<file path="config.mk">
export PLATFORM = sky130hd
export DESIGN_NAME = multiplier_control_unit
export DESIGN_NICKNAME = d
export VERILOG_FILES = /design/src/rtl/multiplier_control_unit.sv
export SDC_FILE = /design/constraint.sdc
export NUM_CORES = 1
export LEC_CHECK = 0
export CORE_AREA = 2 2 39 41
export CTS_CLUSTER_DIAMETER = 120
export DETAILED_ROUTE_END_ITERATION = 10
export DIE_AREA = 0 0 41 43
export DONT_BUFFER_PORTS = 1
export HOLD_SLACK_MARGIN = 0.1
export SYNTH_ARGS = -nofsm -noshare
export SYNTH_HDL_FRONTEND = slang
export SYNTH_SLANG_ARGS = --single-unit
export TNS_END_PERCENT = 30
</file>
<file path="constraint.sdc">
create_clock -name Clk -period 3.4 [get_ports Clk]
set_input_delay 0.34 -clock Clk [delete_from_list [all_inputs] [get_ports Clk]]
set_output_delay 0.34 -clock Clk [all_outputs]
set_load 0.01 [all_outputs]
</file>
<file path="src/rtl/multiplier_control_unit.sv">
// multiplier_control_unit: shift-add multiplier sequencer (START, WIDTH x ADD/SHIFT, DONE).
// Define MULT_CTRL_SYNC_EN to pass Run and Reset_Load_Clear through 2-flop synchronizers.
module multiplier_control_unit #(
    parameter int WIDTH = 8
) (
    input  logic Clk,
    input  logic Reset_n,
    input  logic Reset_Load_Clear,
    input  logic Run,
    input  logic M,
    output logic Ld_B,
    output logic Clr_XA,
    output logic Add,
    output logic Sub,
    output logic Shift,
    output logic Busy,
    output logic Done
);
    localparam int CW = $clog2(WIDTH);

    typedef enum logic [2:0] {IDLE, START, ADD, SHIFT, DONE} state_t;

    state_t         state, state_nxt;
    logic [CW-1:0]  cnt, cnt_nxt;
    logic           rlc, run, last;

`ifdef MULT_CTRL_SYNC_EN
    logic [1:0] rlc_sync, run_sync;

    always_ff @(posedge Clk or negedge Reset_n) begin
        if (!Reset_n) begin
            rlc_sync <= '0;
            run_sync <= '0;
        end else begin
            rlc_sync <= {rlc_sync[0], Reset_Load_Clear};
            run_sync <= {run_sync[0], Run};
        end
    end

    assign rlc = rlc_sync[1];
    assign run = run_sync[1];
`else
    assign rlc = Reset_Load_Clear;
    assign run = Run;
`endif

    assign last = (cnt == CW'(WIDTH - 1));

    always_ff @(posedge Clk or negedge Reset_n) begin
        if (!Reset_n) begin
            state <= IDLE;
            cnt   <= '0;
        end else begin
            state <= state_nxt;
            cnt   <= cnt_nxt;
        end
    end

    always_comb begin
        state_nxt = state;
        cnt_nxt   = cnt;
        Ld_B      = 1'b0;
        Clr_XA    = 1'b0;
        Add       = 1'b0;
        Sub       = 1'b0;
        Shift     = 1'b0;
        Busy      = 1'b0;
        Done      = 1'b0;
        case (state)
            IDLE: begin
                Ld_B   = rlc;
                Clr_XA = rlc;
                state_nxt = (!rlc && run) ? START : IDLE;
            end
            START: begin
                Clr_XA    = 1'b1;
                Busy      = 1'b1;
                cnt_nxt   = '0;
                state_nxt = ADD;
            end
            ADD: begin
                // the final partial product carries negative weight in two's complement
                Busy      = 1'b1;
                Add       = M && !last;
                Sub       = M && last;
                state_nxt = SHIFT;
            end
            SHIFT: begin
                Busy      = 1'b1;
                Shift     = 1'b1;
                state_nxt = last ? DONE : ADD;
                cnt_nxt   = last ? cnt : cnt + CW'(1);
            end
            DONE: begin
                Done      = 1'b1;
                Ld_B      = rlc;
                Clr_XA    = rlc;
                state_nxt = run ? DONE : IDLE;
            end
            default: state_nxt = IDLE;
        endcase
    end
endmodule

</file>
======== Yosys cells after proc, flatten, opt, wreduce, memory -nomap -nowiden ========
Cells that the tools add are included.
storage, ports and cells
  bits in registers ....................... 6
cells by class
  $add $sub $neg .......................... 1
  equal/unequal tests ..................... 6
  mux-type cells .......................... 13
  reductions and logical operators ........ 10
operators with widths
  operator             number
  $pmux 3 s5           1
  $mux 3               3
  $mux 1               7
  $eq 3x2->1 const B   2
  $eq 3x3->1 const B   2
  $pmux 3 s2           1
  $add 3x1->3 const B  1
  $eq 3x1->1 const B   1
  $logic_and 1x1->1    3
  $logic_not 3->1      1
  $reduce_or 3->1      1
  $logic_not 1->1      2
  $ne 2x2->1 const B   1
  $pmux 1 s2           1
  $reduce_and 2->1     1
  $reduce_bool 2->1    1
  $reduce_or 2->1      1

======== Longest topological paths before layout ========
Gate-level depths: netlist of the first run.
  word-level depth ........................ 4
  mapped depth ............................ 5
  mapped depth without buffers ............ 5

======== Worst setup path after synthesis of the first run ========
No wires, ideal clock.
  kind .................................... flip-flop to output port
  start point ............................. reg cnt[0]
  end point ............................... out Add
  arrival time ............................ 1.081 ns
  data required time ...................... 3.060 ns
  setup slack ............................. 1.979 ns
  cell stages (with the launch flop) ...... 4
  cells stage by stage .................... dfrtp_1 > ha_1 > ha_1 > nor3b_1
between the ends
  word-level cells in the longest chain between the ends .. 4
RTL lines
  item                    RTL line  source
  start, declared         24        logic [CW-1:0] cnt, cnt_nxt;
  start signal, assigned  55        cnt <= cnt_nxt;
  $eq 3x3->1              47        assign last = (cnt == CW'(WIDTH - 1));
  $logic_not 1->1         84        Add = M && !last;
  $logic_and 1x1->1       84
  $mux 1                  69        case (state)
  end, declared           13        output logic Add,
Every way passes these cells.

======== Final worst setup path of the first run ========
Same ends and word-level chain as after synthesis.

==> results.json, run 1 <==
{
  "syn_avg_cell_area_sq_um": 9.97,
  "yosys_warnings": 0,
  "antennaDiodeCount": 0,
  "final.period_utilization": 0.503,
  "routedWlPerCell_um": 11.1,
  "slew_violations": 0,
  "synthArstFlopShare": 1.00,
  "max_stage_delay_ps": 370,
  "clockBufferDepth": 2,
  "start_util": 0.259,
  "syn_inst": 36,
  "cp-end-kind": "primary output",
  "antenna_found_initial": 0,
  "port_buffers": 0,
  "place_congestion": 0.572,
  "synth_edf_count": 0,
  "grt_max_degree": 10,
  "finalSetupTns_ps": 0,
  "synth-seq-cells": 6,
  "fp.dieW_um": 41,
  "ys_seq_area_frac": 0.418,
  "cp.arrival_ps": 1370,
  "yosysMostFrequentCell": "dfrtp_1",
  "hpwl_um": 514,
  "drt_first_iter_violations": 0,
  "synth_flop_cell": "dfrtp_1",
  "post-cts-setup-buffers": 0,
  "drive_above_1_share": 0.150,
  "coreArea_sq_um": 1380,
  "boundaryPins": 12,
  "powerDensity_nw_per_um2": 898,
  "rr_worst_depth": 5,
  "via_count": 276,
  "rows": 14,
  "p_leak_uw": 0.000196,
  "clock-sinks": 6,
  "required_ps": 3060,
  "grt_pass1_vias": 235,
  "grt_pass1_wl_um": 883,
  "fmax_mhz": 585,
  "grt-ovfl-total": 0,
  "status": "finished clean",
  "synth_area_sq_um": 359,
  "clk_pin_slew_ps": 40,
  "cts_root_buf": "clkbuf_4",
  "r2r_end": "cnt[1]",
  "fin_cells": 56,
  "post-place-cells": 52,
  "ff2ff_setup_slack_ps": 2050,
  "first_pass_iters": 1,
  "die_area_sq_um": 1760,
  "synth_top_area_share": 0.418,
  "syn-num-nets": 44,
  "worstMarginPinSlew_ps": 384,
  "worstSetupPathType": "reg -> out",
  "finalCoreUtilization": 0.297,
  "worstHoldPathCells": 1,
  "area_growth_pct": 14.6,
  "synthTopCellsByArea": "dfrtp_1 (42%), ha_1 (10%), nor3b_4 (5.2%)",
  "htreeDepth": 1,
  "final_hold_viol_count": 0,
  "die_h_um": 43,
  "slew_headroom": 0.743,
  "hp-class": "in -> reg",
  "drc": 0,
  "start_kind": "flip-flop",
  "yosys.area.top_type": "dfrtp_1",
  "setup_viol": 0,
  "fin_skew_ps": 2.83,
  "rsz0062_at_grt": "no",
  "ant_nets": 0,
  "slowest_stage": "dfrtp_1",
  "startpoint": "cnt[0]",
  "endpoint": "Add",
  "drt_wl_total_um": 619,
  "maxCapViolCount": 0,
  "ir_drop_uv": 177,
  "period_minus_slack_ps": 1710,
  "worst-path-max-fanout": 2,
  "tritoncts": "yes",
  "grt_util_all_layers": 0.0811,
  "vias_per_cell": 4.93,
  "numCtsBuffers": 3,
  "yosys-top-cells-count": "dfrtp_1 (6), nor2_1 (4)",
  "synth_cell_types": 17,
  "fin_nets": 50,
  "critPathMostFrequentCell": "ha_1",
  "cp_cell_sequence": "ha_1 > ha_1 > nor3b_1",
  "r2r_start": "cnt[0]",
  "insertion_delay_ps": 240
}
-- report_power, final --
part / switching, uW / total (uW) / internal [uW]
Sequential: 37.8 / 141 / 103
Clock: 21.5 / 61.1 / 39.6
Combinational: 83.8 / 168 / 83.8
Total: 143 / 370 / 226
-- layout by cell type, fill, tap and decap left out, drive strengths merged --
cell type / count
a21o: 1
a21oi: 3
a22o: 2
and2: 2
and2b: 1
and3: 1
clkbuf: 3
dfrtp: 6
dlygate4sd3: 1
ha: 3
inv: 2
nand2: 3
nand2b: 2
nor2: 4
nor3: 3
nor3b: 2
o2bb2ai: 1
-- per-layer routing --
layer | global-route usage | share of wire
met4 | 0.0800 | 0.011
met2 | 0.122 | 0.49
met3 | 0.0314 | 0.13
met1 | 0.0762 | 0.37
met5 | 0 | 0
-- layout make-up --
class | count | area (sq um)
timing repair buffer | 1 | 10.0
sequential | 6 | 150
inverter | 2 | 7.51
tap | 16 | 20.0
multi-input combinational | 28 | 201
clock buffer | 3 | 22.5
fill | 155 | 972
-- cell families (layout without fill, tap and decap cells) --
logic type / count (synthesis) / count (layout) / share of synthesized area
adder cells (fa/ha/maj): 3 / 3 / 0.105
buffers and inverters: 2 / 6 / 0.0209
flip-flops: 6 / 6 / 0.418
AO/OA/AOI/OAI: 7 / 7 / 0.136
AND/OR/NAND/NOR: 18 / 18 / 0.321
-- sequential cells by signal, summed over array words and instances (netlist names) --
register  cells
cnt           3
state         3
-- worst min-delay path by stage --
stage | startpoint | to | slack (ps)
after floorplan | Reset_n | cnt[0] | 40
after global placement | Reset_n | cnt[2] | 40
after detailed placement | Reset_n | cnt[1] | 40
after CTS | Run | state[2] | 240
after global routing | Run | state[2] | 250
final | Run | state[2] | 240
-- through the flow --
stage | power, uW | instance area [sq um] | worst slack [ps] | hold slack [ps]
final | 370 | 412 | 1690 | 245
after detailed placement | 311 | 379 | 1940 | 44.5
after global routing | 402 | 412 | 1620 | 253
after floorplan | 279 | 359 | 1980 | 44.4
after global placement | 310 | 379 | 1940 | 44.5
after CTS | 379 | 412 | 1670 | 240
-- critical path, delay by kind of cell, from the launching register on --
family / cells / cell delay [ps]
flops: 1 / 370
fa+ha+maj: 2 / 400
simple gates: 1 / 360
-- repair_timing --
| item | 4_1_cts | 5_1_grt |
|---|---|---|
| hold buffers | 1 | 0 |
| resized for setup | 0 | 0 |
| endpoints found under the setup margin | 0 | 0 |
| hold endpoints to repair | 6 | 0 |
Note: power is estimated with default switching activity, not from simulation.
==> run 2: changes to the inputs <==
--- a/config.mk
+++ b/config.mk
@@ -5,6 +5,7 @@
 export SDC_FILE = /design/constraint.sdc
 export NUM_CORES = 1
 export LEC_CHECK = 0
+export ABC_AREA = 1
 export CORE_AREA = 2 2 39 41
 export CTS_CLUSTER_DIAMETER = 120
 export DETAILED_ROUTE_END_ITERATION = 10
==> constraint.sdc (replaced) <==
create_clock -name Clk -period 1.7 [get_ports Clk]
set_input_delay 0.17 -clock Clk [delete_from_list [all_inputs] [get_ports Clk]]
set_output_delay 0.17 -clock Clk [all_outputs]
set_load 0.01 [all_outputs]
==> results.json, run 2 <==
{
  "synthTopCellsByArea": "dfrtp_1 (39%), nand2_1 (17%), ha_1 (9.7%)",
  "rsz0062_at_grt": "no",
  "synth_flop_cell": "dfrtp_1",
  "grt_pass1_vias": 315,
  "htreeDepth": 1,
  "yosys_warnings": 0,
  "tritoncts": "yes",
  "grt-ovfl-total": 0,
  "top_regs": "cnt: 3 flops, state: 3 flops",
  "p_leak_uw": 0.000246,
  "synth_cell_types": 13,
  "required_ps": 1530,
  "first_pass_iters": 2,
  "routedWlPerCell_um": 9.88,
  "worstMarginPinSlew_ps": 269,
  "final_common_cell": "nand2_1",
  "preCtsSetupSlack_ps": 381,
  "p_total_uw": 796,
  "die_area_sq_um": 1760,
  "clk_pin_slew_ps": 40,
  "grt_pass1_wl_mm": 1.18,
  "clock-sinks": 6,
  "slowest_stage": "dfrtp_1",
  "worstSetupPathType": "reg -> out",
  "grt_util_all_layers": 0.103,
  "hpwl_um": 618,
  "clockBufferDepth": 2,
  "final_area_sq_um": 448,
  "syn-num-nets": 61,
  "synth-seq-cells": 6,
  "fin_nets": 68,
  "fmax_mhz": 656,
  "start_util": 0.278,
  "syn_inst": 53,
  "synthArstFlopShare": 1.00,
  "critPathMostFrequentCell": "ha_1",
  "synth_area_sq_um": 385,
  "drt_first_iter_violations": 1,
  "worst-path-max-fanout": 3,
  "layout_setup_ws_ps": 175,
  "ant_nets": 0,
  "finalSetupTns_ps": 0,
  "insertion_delay_ps": 240,
  "slew_headroom": 0.820,
  "area_growth_pct": 16.2,
  "cp_top_family": "adder cells",
  "drt_wl_total_um": 731,
  "antennaDiodeCount": 0,
  "via_count": 336,
  "yosysMostFrequentCell": "nand2_1",
  "vias_per_cell": 4.54,
  "rows": 14,
  "maxCapViolCount": 0,
  "post-cts-setup-buffers": 0,
  "cp-end-kind": "primary output",
  "synth_edf_count": 0,
  "max_stage_delay_ps": 390,
  "ys_seq_area_frac": 0.390,
  "drc": 0,
  "status": "finished clean",
  "syn_avg_cell_area_sq_um": 7.27,
  "yosys.area.top_type": "dfrtp_1",
  "yosys-top-cells-count": "nand2_1 (17), nor2_1 (7), dfrtp_1 (6)",
  "setup_viol": 0,
  "place_congestion": 0.617,
  "drive_above_1_share": 0.207,
  "synth_top_area_share": 0.390,
  "final.period_utilization": 0.897,
  "ir_drop_uv": 536,
  "port_buffers": 0,
  "slew_violations": 0,
  "cp_num_buf_inv": 1,
  "numCtsBuffers": 3,
  "boundaryPins": 12,
  "cp_cell_sequence": "ha_1 > ha_1 > inv_1 > nand2_1 > nor2_1",
  "hp-class": "in -> reg",
  "place_area_sq_um": 405,
  "fin_skew_ps": 1.09,
  "final_hold_viol_count": 0,
  "fp.dieW_um": 41,
  "period_minus_slack_ps": 1530,
  "final_cell_mix": "nand2_1 (17), nor2_1 (7), dfrtp_1 (6)",
  "cts_root_buf": "clkbuf_4",
  "powerDensity_nw_per_um2": 1780,
  "cp.arrival_ps": 1360,
  "die_h_um": 43,
  "start_kind": "flip-flop",
  "grt_max_degree": 8,
  "coreArea_sq_um": 1380,
  "antenna_found_initial": 0
}
run 2: cell types whose count changed in the layout (fill, tap and decap cells not counted), sizes merged, moves of 3 or more:
cell / previous run / this run
nor2: 4 / 11
nand3: 0 / 5
nand2: 3 / 18
nor3: 3 / 0
inv: 2 / 8
a21oi: 3 / 0
run 2: metal layers:
layer / track usage / part of all wire / vias to the layer above / wire length, um
li1: - / - / 175 / -
met1: 0.109 / 0.42 / 149 / 310
met3: 0.0576 / 0.11 / 0 / 84
met5: 0 / 0 / - / 0
met2: 0.153 / 0.46 / 12 / 335
met4: 0.0600 / 0 / 0 / 0
run 2: area by class of cell:
class	instances	area (sq um)
flip-flops and latches	6	150
multi-input cells	39	205
repair buffers	2	20.0
fillers	145	936
inverters	8	30.0
clock buffers	3	22.5
well taps	16	20.0
run 2: cell families (layout without fill, tap and decap cells):
family,Yosys count,count (layout),share of synthesized area
AO/OA/AOI/OAI,1,1,0.0130
adder cells (fa/ha/maj),3,3,0.0974
buffers and inverters,8,13,0.0779
flip-flops,6,6,0.390
AND/OR/NAND/NOR,35,35,0.422
run 2: repair_timing:
item | in CTS | in global routing
gates resized for setup | 0 | 0
endpoints found under the hold margin | 8 | 0
hold buffers | 2 | 0
run 2: path summary, 6_finish.rpt:
| kind | depth (start not counted) | startpoint | slack, ps | end |
|---|---|---|---|---|
| min in group asynchronous | 1 | Reset_n | 240 | cnt[0] |
| max in group asynchronous | 1 | Reset_n | 1250 | state[0] |
| worst max register to register | 6 | cnt[0] | 380 | cnt[0] |
| worst min-delay path | 3 | Reset_Load_Clear | 140 | state[0] |
| worst max-delay path | 5 | cnt[0] | 170 | Add |
| worst min register to register | 2 | cnt[1] | 480 | cnt[1] |
run 2: power breakdown:
part / leakage (uW) / switching [uW] / internal, uW / total (uW)
combinational: 0.000161 / 245 / 139 / 385
sequential: 0.0000719 / 74.8 / 207 / 282
clock: 0.0000138 / 50.2 / 79.8 / 130
run 2: tightest hold or removal path: stages:
cell and delay, ps:
inv_1 30, nand4_1 70, nand2_1 60
run 2: stage by stage:
| stage | instances | hold slack [ps] | utilization |
|---|---|---|---|
| 2_1_floorplan | 53 | -126 | - |
| 3_3_place_gp | 69 | -125 | 0.293 |
| 3_5_place_dp | 69 | -125 | 0.293 |
| 4_1_cts | 74 | 131 | 0.324 |
| 5_1_grt | 74 | 167 | 0.324 |
| 6_report | 74 | 139 | 0.324 |
